[src/rtl/rng_pkg.sv]
// rng_pkg: shared LFSR constants and the arbiter state encoding for the RNG service.
package rng_pkg;
  localparam int LFSR_W = 8;
  localparam logic [LFSR_W-1:0] LFSR_RESET = 8'h01;
  localparam int TAP_HI = 7;
  localparam int TAP_LO = 5;
  typedef enum logic [1:0] {IDLE, GRANT, STIR} state_t;
endpackage

[src/rtl/rng_lfsr.sv]
// rng_lfsr: 8-bit Fibonacci LFSR (x^8 + x^6 + 1) with step and load enables.
// A load has priority over a step; a zero seed is replaced so the register cannot lock up.
module rng_lfsr
  import rng_pkg::*;
(
  input  logic              clk,
  input  logic              rst,
  input  logic              i_step,
  input  logic              i_load,
  input  logic [LFSR_W-1:0] i_data,
  output logic [LFSR_W-1:0] o_lfsr
);
  logic [LFSR_W-1:0] r_lfsr;
  always_ff @(posedge clk or posedge rst) begin
    if (rst) r_lfsr <= LFSR_RESET;
    else if (i_load) r_lfsr <= (i_data == '0) ? LFSR_RESET : i_data;
    else if (i_step) r_lfsr <= {r_lfsr[LFSR_W-2:0], r_lfsr[TAP_HI] ^ r_lfsr[TAP_LO]};
  end
  assign o_lfsr = r_lfsr;
endmodule

[src/rtl/rng_arbiter.sv]
// rng_arbiter: round-robin shared random-byte service; the LFSR is stirred STIR steps after each grant.
// Define RNG_SEED_EN to add the seed_we/seed_data load port.
module rng_arbiter
  import rng_pkg::*;
#(
  parameter int NUM_REQ = 2,
  parameter int STIR    = 8
) (
  input  logic               clk,
  input  logic               rst,
  input  logic [NUM_REQ-1:0] req,
  output logic [NUM_REQ-1:0] gnt,
  output logic [7:0]         rdata,
  output logic               rvalid,
  output logic               busy
`ifdef RNG_SEED_EN
  ,
  input  logic               seed_we,
  input  logic [7:0]         seed_data
`endif
);
  localparam int PW = (NUM_REQ > 1) ? $clog2(NUM_REQ) : 1;
  localparam int CW = 4;
  state_t r_state, w_nxt;
  logic [PW-1:0] r_ptr, w_ptr, w_win;
  logic [CW-1:0] r_cnt, w_cnt;
  logic [NUM_REQ-1:0] r_gnt, w_gnt;
  logic [7:0] r_rdata, w_lfsr, w_seed;
  logic r_rvalid, r_busy, w_rvalid, w_step, w_found, w_load;
`ifdef RNG_SEED_EN
  assign w_load = seed_we;
  assign w_seed = seed_data;
`else
  assign w_load = 1'b0;
  assign w_seed = '0;
`endif
  rng_lfsr u_lfsr (
    .clk   (clk),
    .rst   (rst),
    .i_step(w_step),
    .i_load(w_load),
    .i_data(w_seed),
    .o_lfsr(w_lfsr)
  );
  // Scan downward so the set bit nearest to r_ptr (wrapping) is the last one written.
  always_comb begin
    w_found = 1'b0;
    w_win   = '0;
    for (int k = NUM_REQ - 1; k >= 0; k--)
      if (req[(int'(r_ptr) + k) % NUM_REQ]) begin
        w_found = 1'b1;
        w_win   = PW'((int'(r_ptr) + k) % NUM_REQ);
      end
  end
  always_comb begin
    w_nxt    = r_state;
    w_cnt    = r_cnt;
    w_ptr    = r_ptr;
    w_gnt    = '0;
    w_rvalid = 1'b0;
    w_step   = 1'b0;
    case (r_state)
      IDLE: if (w_found) begin
        w_nxt    = GRANT;
        w_gnt    = NUM_REQ'(1) << w_win;
        w_rvalid = 1'b1;
        w_ptr    = PW'((int'(w_win) + 1) % NUM_REQ);
      end
      GRANT: begin
        w_nxt = rng_pkg::STIR;
        w_cnt = CW'(STIR - 1);
      end
      default: begin
        w_step = 1'b1;
        w_cnt  = (r_cnt == '0) ? '0 : r_cnt - 1'b1;
        w_nxt  = (r_cnt == '0) ? IDLE : rng_pkg::STIR;
      end
    endcase
  end
  always_ff @(posedge clk or posedge rst) begin
    if (rst) begin
      r_state  <= IDLE;
      r_cnt    <= '0;
      r_ptr    <= '0;
      r_gnt    <= '0;
      r_rvalid <= 1'b0;
      r_rdata  <= '0;
      r_busy   <= 1'b0;
    end else begin
      r_state  <= w_nxt;
      r_cnt    <= w_cnt;
      r_ptr    <= w_ptr;
      r_gnt    <= w_gnt;
      r_rvalid <= w_rvalid;
      r_busy   <= (w_nxt != IDLE);
      if (w_rvalid) r_rdata <= w_lfsr;
    end
  end
  assign gnt    = r_gnt;
  assign rvalid = r_rvalid;
  assign rdata  = r_rdata;
  assign busy   = r_busy;
endmodule

[config.mk]
export PLATFORM = sky130hd
export DESIGN_NAME = rng_arbiter
export DESIGN_NICKNAME = d
export VERILOG_FILES = /design/src/rtl/rng_pkg.sv /design/src/rtl/rng_lfsr.sv /design/src/rtl/rng_arbiter.sv
export SDC_FILE = /design/constraint.sdc
export NUM_CORES = 1
export LEC_CHECK = 0
export ABC_CLOCK_PERIOD_IN_PS = 2860
export BUFFER_PORTS_ARGS = -buffer_cell sky130_fd_sc_hd__buf_2
export CAP_MARGIN = 10
export CORE_MARGIN = 1
export CORE_UTILIZATION = 46
export DETAILED_ROUTE_END_ITERATION = 8
export MAX_ROUTING_LAYER = met4
export PLACE_DENSITY = 0.65
export SLEW_MARGIN = 20
export SYNTH_ARGS = -nofsm -noshare
export SYNTH_HDL_FRONTEND = slang
export SYNTH_SLANG_ARGS = --single-unit
export TNS_END_PERCENT = 50
[constraint.sdc]
create_clock -name clk -period 2.86 [get_ports clk]
set_clock_uncertainty 0.05 [all_clocks]
set_input_delay 0.715 -clock clk [delete_from_list [all_inputs] [get_ports clk]]
set_output_delay 0.715 -clock clk [all_outputs]
set_load 0.02 [all_outputs]
# Word-level counts from Yosys, hierarchy flattened
# Cells that the tools add are included.
[word_totals]
reg_bits = 27
inputBits = 4
output_inout_bits = 12
wordCells = 40
[classes]
n_addsub = 3
order_cmp = 2
eq_ne = 1
shifts = 1
muxes = 18
n_bitwise = 2
n_reduce_logical = 5
[ops]
columns = ["op", "count"]
rows = [
  ["$mux 1", 11],
  ["$mux 2", 4],
  ["$pmux 4 s2", 1],
  ["$logic_not 4->1", 1],
  ["$mux 4", 1],
  ["$pmux 2 s2", 1],
  ["$sub 4x1->4 const B", 1],
  ["$lt 2x3->1 const B", 1],
  ["$add 1x1->1 const B", 2],
  ["$eq 2x1->1 const B", 1],
  ["$logic_not 2->1", 1],
  ["$lt 1x2->1 const B", 1],
  ["$reduce_and 2->1", 1],
  ["$reduce_bool 2->1", 1],
  ["$reduce_or 2->1", 1],
  ["$shl 1x1->2 const A", 1],
  ["$and 1x1->1 const A", 1],
  ["$xor 1x1->1", 1],
]

# Longest topological paths before layout
# Gate-level depths: netlist of run 1.
[logic_depth]
ltp_word = 10
depth_mapped = 4
depth_no_buf = 3

# Hierarchy
# A second synthesis of run 1 with hierarchy kept.
[hier_totals]
hier_cells = 96
hier_area_um2 = 1157.4
[by_module_without_submodules]
columns = ["module", "instances", "cells_per_inst", "area_per_inst_um2", "seq_area_each_um2"]
rows = [
  ["rng_arbiter", 1, 57, 755.7, 475.5],
  ["rng_lfsr", 1, 39, 401.6, 201.4],
]

# Least setup slack after synthesis of run 1
# No wires, ideal clock.
[synth_timing]
path_kind = "in2reg"
startpoint = "input req[1]"
endpoint = "register r_rdata[0], in the netlist rdata[0]"
setup_time_ns = 0.125
arrival_time_ns = 1.436
required_ns = 2.685
path_slack_ns = 1.249
stages = 3
path_buffers = 0
path_cell_list = "nor2_1 > nor3_4 > mux2_2"
[synth_via]
elab_chain_cells = 7
elab_cells_between_ends = 9
cone_classes = "mux (9)"
[synth_rtl]
columns = ["item", "line_no", "source"]
rows = [
  ["start, declared", "rng_arbiter.sv:11", "input logic [NUM_REQ-1:0] req,"],
  ["$mux 1 (implied by the code) (3 in a row)", "rng_arbiter.sv:50", "if (req[(int'(r_ptr) + k) % NUM_REQ]) begin"],
  ["$mux 1", "rng_arbiter.sv:50", ""],
  ["$mux 1 (*)", "rng_arbiter.sv:50", ""],
  ["$mux 1 (*)", "rng_arbiter.sv:63", "IDLE: if (w_found) begin"],
  ["$mux 1 (*)", "rng_arbiter.sv:62", "case (r_state)"],
  ["named net w_rvalid", "rng_arbiter.sv:29", "logic r_rvalid, r_busy, w_rvalid, w_step, w_found, w_load;"],
  ["end signal, assigned", "rng_arbiter.sv:96", "if (w_rvalid) r_rdata <= w_lfsr;"],
  ["end, declared", "rng_arbiter.sv:28", "logic [7:0] r_rdata, w_lfsr, w_seed;"],
]
# The timed path passes the listed nets; every way through them passes the cells marked *. The select of a mux whose other input is x is not followed.
# A chain may end at the register's enable or synchronous reset.

# Worst setup path after layout of run 1
[layout_timing]
startpoint = "register r_state[1]"
endpoint = "register r_rdata[2], in the netlist rdata[2]"
[layout_via]
elab_chain_cells = 2
[layout_rtl]
columns = ["item", "line_no", "source"]
rows = [
  ["start, declared", "rng_arbiter.sv:24", "state_t r_state, w_nxt;"],
  ["start signal, assigned", "rng_arbiter.sv:90", "r_state <= w_nxt;"],
  ["$logic_not 2->1", "rng_arbiter.sv:62", ""],
  ["$mux 1", "rng_arbiter.sv:62", ""],
  ["named net w_rvalid", "rng_arbiter.sv:29", ""],
]
# The timed path passes the listed nets, and every way through them passes these cells.

==> results of run 1 <==
[power by group through the flow]
stage	sequential (mW)	clock (mW)	combinational (mW)
after floorplan	0.756	0	0.371
after CTS	0.730	0.177	0.526
after global placement	0.732	0	0.513
after detailed placement	0.738	0	0.525
after global routing	0.754	0.191	0.564
final	0.728	0.167	0.517
[Yosys cell counts]
library cell	n	area, um2
mux2_2	15	168.9
and3_1	1	6.260
o21ai_0	2	10.01
dfrtp_1	26	650.6
o221ai_1	1	8.760
xnor2_1	1	8.760
a21oi_1	2	10.01
or4b_1	1	10.01
inv_1	4	15.01
nand3_1	1	5.000
nand2_1	1	3.750
nor3_4	1	16.27
or3_1	1	6.260
buf_4	2	15.01
a2111oi_0	1	8.760
o21bai_1	1	7.510
or2b_1	1	7.510
o22ai_1	1	6.260
nand2b_1	1	6.260
dfstp_2	1	26.28
nor3_1	3	15.01
nor2_1	8	30.03
buf_2	1	5.000
[worst paths after layout]
check	endpoint	slack, ps	cells after the start
min	rdata[6]	360	3
max in group asynchronous	u_lfsr.o_lfsr[0]	2110	3
min reg2reg	rdata[6]	480	1
max	rdata[2]	1120	2
min in group clk	rdata[6]	480	1
max reg2reg	rdata[2]	1120	2
[cells by family after synthesis]
logic type	Yosys count
simple gates	19
buf+inv	7
compound gates	8
mux	15
flops	27
xor+xnor	1
[tightest hold or removal path: cells and delay by family]
kind                   cells  cell delay (ps)
buffers and inverters      3              450
[metrics by stage]
| step | hold slack, ps | area [um2] | worst slack [ps] | instances |
|---|---|---|---|---|
| global placement | 438.3 | 1144 | 1033 | 117 |
| global route | 384.5 | 1174 | 1031 | 121 |
| floorplan | 427.1 | 1047 | 1249 | 77 |
| finish | 358.0 | 1174 | 1123 | 121 |
| CTS | 357.8 | 1174 | 1098 | 121 |
| detailed placement | 443.6 | 1144 | 996.6 | 117 |
[registers in the layout, summed over array words and instances, names as in the netlist]
register       flops
u_lfsr.o_lfsr      8
r_ptr              1
r_state            2
gnt                2
rdata              8
r_cnt              4
rvalid             1
busy               1
[cells in the final DEF (no fill, tap or decap), types with 2 or more instances in the layout]
| cell | count |
|---|---|
| dfrtp_1 | 26 |
| mux2_2 | 15 |
| buf_2 | 15 |
| nor2_1 | 8 |
| inv_1 | 4 |
| nor3_1 | 3 |
| clkbuf_4 | 3 |
| a21oi_1 | 2 |
| o21ai_0 | 2 |
[metal layers]
| layer | track usage [%] | vias to the layer above |
|---|---|---|
| met5 | - | - |
| met3 | 3.704 | 4 |
| li1 | - | 298 |
| met1 | 19.43 | 304 |
| met2 | 22.52 | 8 |
| met4 | 8.571 | 0 |
[area by class of cell]
type	instances	area, um2
clock buffer	3	22.52
clock inverter	1	7.507
fill	177	868.3
inverter	4	15.01
multi-input combinational	43	335.3
sequential	27	676.9
tap	27	33.78
timing repair buffer	16	82.58
==> summary.md, run 1 <==
| Metric | Value |
|---|---|
| Post-route setup TNS | `0 ps` |
| Hold Buf Count CTS | `0` |
| Leak | `0.5276 nW` |
| Post-CTS Setup Inserts | `0` |
| Compound-Gate Fraction of Synth Area | `4.898%` |
| Initial drt markers | `6` |
| Mapped cell area | `1047 um2` |
| Minimum clock period | `1737 ps` |
| Drt total wl | `1567 um` |
| Slew Limit Fails | `0` |
| Switch share | `37.00%` |
| Internal | `0.8897 mW` |
| Sw Pwr | `0.5225 mW` |
| Synth Area in Adders | `0%` |
| Routed length per instance | `12.95 um` |
| Global-route wire length before repair | `2684 um` |
| Starting Density | `51.29%` |
| Placer Congestion | `0.7274` |
| 1st-pass router iterations | `2` |
| Total gr overflow | `0` |
| CP Launch Type | `flip-flop` |
| Layout Utilization | `57.48%` |
| Outcome | `complete, no violations` |
| Syn_area_per_cell | `13.60 um2` |
| Max-cap violations | `0` |
| Vias/cell | `5.074` |
| Kind of critical path | `flip-flop to flip-flop` |
| Worst-path clk slew | `150 ps` |
| VDD IR max | `605.7 uV` |
| CP Max Fanout | `19` |
| Slew HR | `54.95%` |
| Mapped Cells | `77` |
| I/O Buffers | `15` |
| Total power | `1.412 mW` |
| Yosys warning count | `0` |
| Vias | `614` |
| Core area | `2042 um2` |
| CP Capture Type | `flip-flop` |
| Start point of the critical path | `r_state[1]` |
| CP max-delay cell | `dfrtp_1` |
| Xor/xnor share of the synthesized area | `0.8363%` |
| Tcrit/Tclk final | `60.74%` |
| Antenna diode count | `0` |
| Setup violations, final | `0` |
| Sequential share of power | `51.6%` |
| All-Layer GR Usage | `15.34%` |
| Largest net degree at the start of global routing | `28` |
| Delay-heaviest family, CP | `flip-flops` |
| DP Wirelength | `1062 um` |
| #FFs+latches synth | `27` |
| Worst Hold Class | `primary input to async pin` |
| CTS tree | `built` |
| Worst r2r src | `r_state[1]` |
| Post-Syn Nets | `81` |
| Crit path required time | `3030 ps` |
| Fin nets | `99` |
| Detail Route met2 WL | `735 um` |
| Met3 WL post-DR | `48 um` |
| DIE WIDTH | `49.72 um` |
| WP buf/inv | `0` |
| CP cell instances | `nor3_4, mux2_2` |
| Sequential share of the synthesized area | `64.64%` |
| P&R area growth vs syn | `12.07%` |
| CTS max path bufs | `2` |
| Slowest stage delay, CP | `660 ps` |
| Worst Path Arrival | `1910 ps` |
| RSZ-0062 raised after global routing | `no` |
| Number of remaining DRC errors | `0` |
| Gate power share | `36.6%` |
| Clk sink count | `27` |
| Die area | `2472 um2` |
| H-tree depth | `1` |
| Maximum clock frequency | `575.6 MHz` |
| Vias in the first global route | `583` |
| Mux contribution to synthesized area | `16.13%` |
| Die H | `49.72 um` |
| Unique masters post-synth | `23` |
| Highest routed layer | `met4` |
| Post-CTS sizing | `0` |
| Share of cells above drive strength 1 | `39.36%` |
| Routed met1 length | `749 um` |
| Worst slew pin tran | `675.8 ps` |
| Io pins | `16` |
| Final hold violations | `0` |
| Clock Latency Late Sink | `330 ps` |
| Combinational family with the most area after synthesis | `multiplexers` |
| Initial antenna violation count | `0` |
| ANT nets after route | `0` |
| P per Cell Area | `1203 nW/um2` |
| Synth Area in Simple Gates | `10.16%` |
| Rows | `16` |
| TritonCTS buffer count | `3` |
| Root Buffer | `clkbuf_4` |
| Clock Power Share | `11.8%` |
Note: power is estimated with default switching activity, not from simulation.
==> run 2: changes to the inputs <==
--- a/config.mk
+++ b/config.mk
@@ -5,7 +5,7 @@
 export SDC_FILE = /design/constraint.sdc
 export NUM_CORES = 1
 export LEC_CHECK = 0
-export ABC_CLOCK_PERIOD_IN_PS = 2860
+export ABC_CLOCK_PERIOD_IN_PS = 1750
 export BUFFER_PORTS_ARGS = -buffer_cell sky130_fd_sc_hd__buf_2
 export CAP_MARGIN = 10
 export CORE_MARGIN = 1
==> constraint.sdc (replaced) <==
create_clock -name clk -period 1.75 [get_ports clk]
set_clock_uncertainty 0.05 [all_clocks]
set_input_delay 0.4375 -clock clk [delete_from_list [all_inputs] [get_ports clk]]
set_output_delay 0.4375 -clock clk [all_outputs]
set_load 0.02 [all_outputs]
==> summary.md, run 2 (synthesis results as in run 1) <==
| Metric | Value |
|---|---|
| Die H | `49.72 um` |
| Post-CTS Setup Inserts | `0` |
| P&R area growth vs syn | `14.58%` |
| ANT nets after route | `0` |
| Commonest non-fill, non-tap cell in the layout | `dfrtp_1` |
| Initial antenna violation count | `0` |
| Post-CTS sizing | `0` |
| CP Max Fanout | `7` |
| All-Layer GR Usage | `16.39%` |
| Placed instance area | `1174 um2` |
| H-tree depth | `1` |
| Final Cell Area | `1200 um2` |
| Start point of the critical path | `r_state[0]` |
| Max-cap violations | `0` |
| Initial drt markers | `2` |
| Clock Latency Late Sink | `310 ps` |
| Worst Hold Class | `primary input to async pin` |
| Worst-path clk slew | `130 ps` |
| Clk sink count | `27` |
| Slowest stage delay, CP | `510 ps` |
| Total power | `2.361 mW` |
| DP Wirelength | `1188 um` |
| R2r endpoint | `r_ptr` |
| Worst slew pin tran | `554.6 ps` |
| Most frequent cells in the layout | `dfrtp_1 (26), mux2_2 (15), buf_2 (15)` |
| Slew Limit Fails | `0` |
| R2r worst-path depth | `3` |
| VDD IR max | `908.3 uV` |
| DIE WIDTH | `49.72 um` |
| Vias/cell | `5.048` |
| Vias in the first global route | `677` |
| Crit path required time | `1940 ps` |
| Placer Congestion | `0.7400` |
| TritonCTS buffer count | `3` |
| Global-route wire length before repair | `2911 um` |
| Kind of critical path | `flip-flop to flip-flop` |
| Core area | `2042 um2` |
| Final hold violations | `0` |
| Antenna diode count | `0` |
| Number of remaining DRC errors | `0` |
| CTS max path bufs | `2` |
| CTS tree | `built` |
| CP Capture Point | `r_ptr` |
| I/O Buffers | `15` |
| CP Capture Type | `flip-flop` |
| Total gr overflow | `0` |
| Slew HR | `62.07%` |
| Tcrit/Tclk final | `82.03%` |
| Delay-heaviest family, CP | `compound AO/OA/AOI/OAI gates` |
| Vias | `631` |
| CP Launch Type | `flip-flop` |
| Worst path depth | `3` |
| 1st-pass router iterations | `4` |
| Worst r2r src | `r_state[0]` |
| WP buf/inv | `1` |
| Routed length per instance | `12.99 um` |
| Drt total wl | `1624 um` |
| Die area | `2472 um2` |
| Root Buffer | `clkbuf_4` |
| Post-route setup TNS | `0 ps` |
| Setup violations, final | `0` |
| Share of cells above drive strength 1 | `40.82%` |
| RSZ-0062 raised after global routing | `no` |
| Outcome | `complete, no violations` |
| CP cell instances | `buf_4, a2111oi_0, o21bai_1` |
| P per Cell Area | `1968 nW/um2` |
| Fin nets | `103` |
| Hold Buf Count CTS | `0` |
| Rows | `16` |
| Worst R2R Setup Slack | `310 ps` |
| CP max-delay cell | `a2111oi_0` |
| Worst Path Arrival | `1630 ps` |
| Io pins | `16` |
| Starting Density | `51.29%` |
| Minimum clock period | `1436 ps` |
| Maximum clock frequency | `696.6 MHz` |
| Leak | `0.5483 nW` |
| Largest net degree at the start of global routing | `28` |
run 2: changes by cell type in the layout (fill, tap and decap cells not counted):
| cell | delta |
|---|---|
| buf_4 | +4 |
| clkbuf_1 | +1 |
| clkinvlp_4 | -1 |
run 2: layout make-up:
| class | count | area, um2 |
|---|---|---|
| clock buffer | 4 | 26.28 |
| fill | 186 | 842.1 |
| timing repair buffer | 20 | 112.6 |
| multi-input combinational | 43 | 335.3 |
| sequential | 27 | 676.9 |
| inverter | 4 | 15.01 |
| tap | 27 | 33.78 |
run 2: routing by layer:
layer	wire, um	GRT usage (%)
met1	752	18.93
met2	815	27.25
met4	12	8.571
met5	0	-
met3	44	2.778
run 2: worst min path at each step:
stage,from,endpoint,cells past startpoint
floorplan,r_ptr,gnt[0],1
global placement,rdata[2],rdata[2],1
detailed placement,rdata[3],rdata[3],1
CTS,rst,u_lfsr.o_lfsr[1],3
global route,rst,u_lfsr.o_lfsr[1],3
finish,rst,u_lfsr.o_lfsr[1],3
run 2: stage by stage:
stage	setup slack [ps]	hold slack, ps	utilization [%]	instances
floorplan	364.5	427.1	-	77
global placement	226.1	438.6	57.48	121
detailed placement	192.5	441.0	57.48	121
CTS	322.0	98.95	58.76	125
global route	139.2	124.2	58.76	125
finish	314.4	104.2	58.76	125
run 2: where the power goes:
part	switching (mW)	internal [mW]
registers	0.192	0.928
logic	0.493	0.492
clock network	0.168	0.0890
total	0.852	1.51
run 2: tightest hold or removal path, stage by stage:
cell and delay (ps):
buf_2 100, inv_1 40, buf_4 310
==> run 3: changes to the inputs <==
--- a/config.mk
+++ b/config.mk
@@ -5,14 +5,15 @@
 export SDC_FILE = /design/constraint.sdc
 export NUM_CORES = 1
 export LEC_CHECK = 0
-export ABC_CLOCK_PERIOD_IN_PS = 1750
+export ABC_AREA = 1
+export ABC_CLOCK_PERIOD_IN_PS = 1200
 export BUFFER_PORTS_ARGS = -buffer_cell sky130_fd_sc_hd__buf_2
 export CAP_MARGIN = 10
 export CORE_MARGIN = 1
 export CORE_UTILIZATION = 46
 export DETAILED_ROUTE_END_ITERATION = 8
 export MAX_ROUTING_LAYER = met4
-export PLACE_DENSITY = 0.65
+export PLACE_DENSITY = 0.67
 export SLEW_MARGIN = 20
 export SYNTH_ARGS = -nofsm -noshare
 export SYNTH_HDL_FRONTEND = slang
==> constraint.sdc (replaced) <==
create_clock -name clk -period 1.2 [get_ports clk]
set_clock_uncertainty 0.05 [all_clocks]
set_input_delay 0.3 -clock clk [delete_from_list [all_inputs] [get_ports clk]]
set_output_delay 0.3 -clock clk [all_outputs]
set_load 0.02 [all_outputs]
==> summary.md, run 3 <==
| Metric | Value |
|---|---|
| Root Buffer | `clkbuf_4` |
| Clk sink count | `27` |
| Crit path required time | `850 ps` |
| Delay-heaviest family, CP | `flip-flops` |
| CTS tree | `built` |
| Synth top area cells | `dfrtp_1 (59%), nand2_1 (10%), o21ai_2 (5.6%), o21ai_0 (5.4%), inv_1 (4.8%)` |
| Met3 Use GR | `3.571%` |
| Mapped cell area | `1104 um2` |
| ANT nets after route | `0` |
| WP buf/inv | `1` |
| Worst slew pin tran | `384.5 ps` |
| Yosys warning count | `0` |
| Maximum clock frequency | `804.5 MHz` |
| Rows | `17` |
| Antenna diode count | `0` |
| Initial antenna violation count | `0` |
| Starting Density | `49.41%` |
| RSZ-0062 raised after global routing | `yes` |
| Vias | `807` |
| Fraction of registers with async set or reset after synthesis | `100.0%` |
| Pre-CTS WS | `117.0 ps` |
| Final hold violations | `0` |
| P&R area growth vs syn | `25.17%` |
| Minimum clock period | `1243 ps` |
| Io pins | `16` |
| CTS max path bufs | `2` |
| Largest net degree at the start of global routing | `18` |
| Fin nets | `145` |
| Sequential share of the synthesized area | `61.34%` |
| Worst Hold Class | `primary input to flip-flop` |
| TritonCTS buffer count | `3` |
| CP Capture Type | `output port` |
| Met1 Track Usage GR | `21.83%` |
| CP Launch Type | `flip-flop` |
| Kind of critical path | `flip-flop to output port` |
| Total power | `2.500 mW` |
| I/O Buffers | `15` |
| H-tree depth | `1` |
| Synth top cells by count | `nand2_1 (30), dfrtp_1 (26), inv_1 (14)` |
| Most numerous cell in the Yosys netlist | `nand2_1` |
| Worst-path clk slew | `160 ps` |
| Leak | `0.6912 nW` |
| 1st-pass router iterations | `4` |
| Slew Limit Fails | `0` |
| Die H | `50.98 um` |
| Tcrit/Tclk final | `103.6%` |
| EDFF count, synth | `0` |
| VDD IR max | `1197 uV` |
| Syn_area_per_cell | `9.853 um2` |
| Die area | `2599 um2` |
| P per Cell Area | `1810 nW/um2` |
| All-Layer GR Usage | `18.08%` |
| Vias in the first global route | `777` |
| Post-Syn Nets | `116` |
| Dominant synthesized flop cell | `dfrtp_1` |
| Clock Latency Late Sink | `320 ps` |
| Grt met2 use | `30.04%` |
| CP max-delay cell | `dfrtp_1` |
| Setup violations, final | `11` |
| Routed length per instance | `11.52 um` |
| Share of cells above drive strength 1 | `30.71%` |
| Layout Utilization | `61.85%` |
| PnR worst setup slack | `-43.07 ps` |
| Placer Congestion | `0.8101` |
| Post-route setup TNS | `-298.1 ps` |
| Slew HR | `74.34%` |
| Drt total wl | `1936 um` |
| Most frequent cells in the layout | `nand2_1 (30), dfrtp_1 (26), inv_1 (14)` |
| Post-synth top area cell | `dfrtp_1` |
| Core area | `2233 um2` |
| DP Wirelength | `1377 um` |
| CP cell instances | `buf_6` |
| Total gr overflow | `0` |
| Number of remaining DRC errors | `0` |
| Hold WS | `198.7 ps` |
| Worst Path Arrival | `890 ps` |
| Failing checks | `negative setup slack` |
| CP Max Fanout | `2` |
| Outcome | `finished, violations left` |
| Max-cap violations | `0` |
| Commonest non-fill, non-tap cell in the layout | `nand2_1` |
| Mapped Cells | `112` |
| #FFs+latches synth | `27` |
| DIE WIDTH | `50.98 um` |
| Post-synth top area share | `58.96%` |
| Vias/cell | `4.804` |
| Initial drt markers | `15` |
| GR peak layer | `met2` |
| Slowest stage delay, CP | `430 ps` |
| Global-route wire length before repair | `3298 um` |
| Unique masters post-synth | `15` |
run 3: layout make-up:
type | instances | area [um2]
tap | 28 | 35.03
clock inverter | 1 | 8.758
timing repair buffer | 27 | 236.5
multi-input combinational | 67 | 345.3
clock buffer | 3 | 22.52
inverter | 15 | 56.30
sequential | 27 | 676.9
fill | 211 | 852.1
run 3: what timing repair did:
action | CTS | global route
endpoints found under the setup margin | 12 | 14
resized for setup | 12 | 7
hold buffers | 1 | 0
gates cloned | 0 | 0
setup buffers | 4 | 2
hold endpoints to repair | 8 | 0
pin swaps | 0 | 0
run 3: cells by family (layout without fill, tap and decap cells):
family / Yosys count / after routing / share of synthesized area, %
buf+inv: 18 / 46 / 7.595
compound gates: 24 / 24 / 14.29
xor+xnor: 1 / 1 / 0.7938
simple gates: 42 / 42 / 15.99
flops: 27 / 27 / 61.34
run 3: worst min-delay path: cells and delay by family:
family | cells | cell delay, ps
AND/OR/NAND/NOR | 2 | 120
buffers and inverters | 1 | 130
run 3: worst paths after layout:
path,start,to,slack [ps],cells past startpoint
setup / recovery,rdata[0],rdata[0],-40,1
hold / removal,req[1],gnt[1],200,3
setup reg to reg,r_state[1],rdata[1],110,5
hold reg to reg,u_lfsr.o_lfsr[1],u_lfsr.o_lfsr[2],470,2
max in group asynchronous,rst,r_cnt[3],200,4
min in group asynchronous,rst,u_lfsr.o_lfsr[1],430,3
run 3: per-layer routing:
metal	vias to the layer above	wire length (um)
li1	402	-
met3	2	48
met2	11	1024
met4	0	17
met1	392	846
met5	-	0
run 3: through the flow:
step                instances  cell area (um2)
floorplan                 112             1104
global placement          157             1236
detailed placement        157             1236
CTS                       166             1345
global route              168             1381
finish                    168             1381
run 3: power by group:
part	internal, mW	total, mW	leakage, nW	switching, mW
clock network	0.135	0.412	0.0183	0.276
logic	0.331	0.895	0.317	0.563
registers	1.07	1.19	0.355	0.127
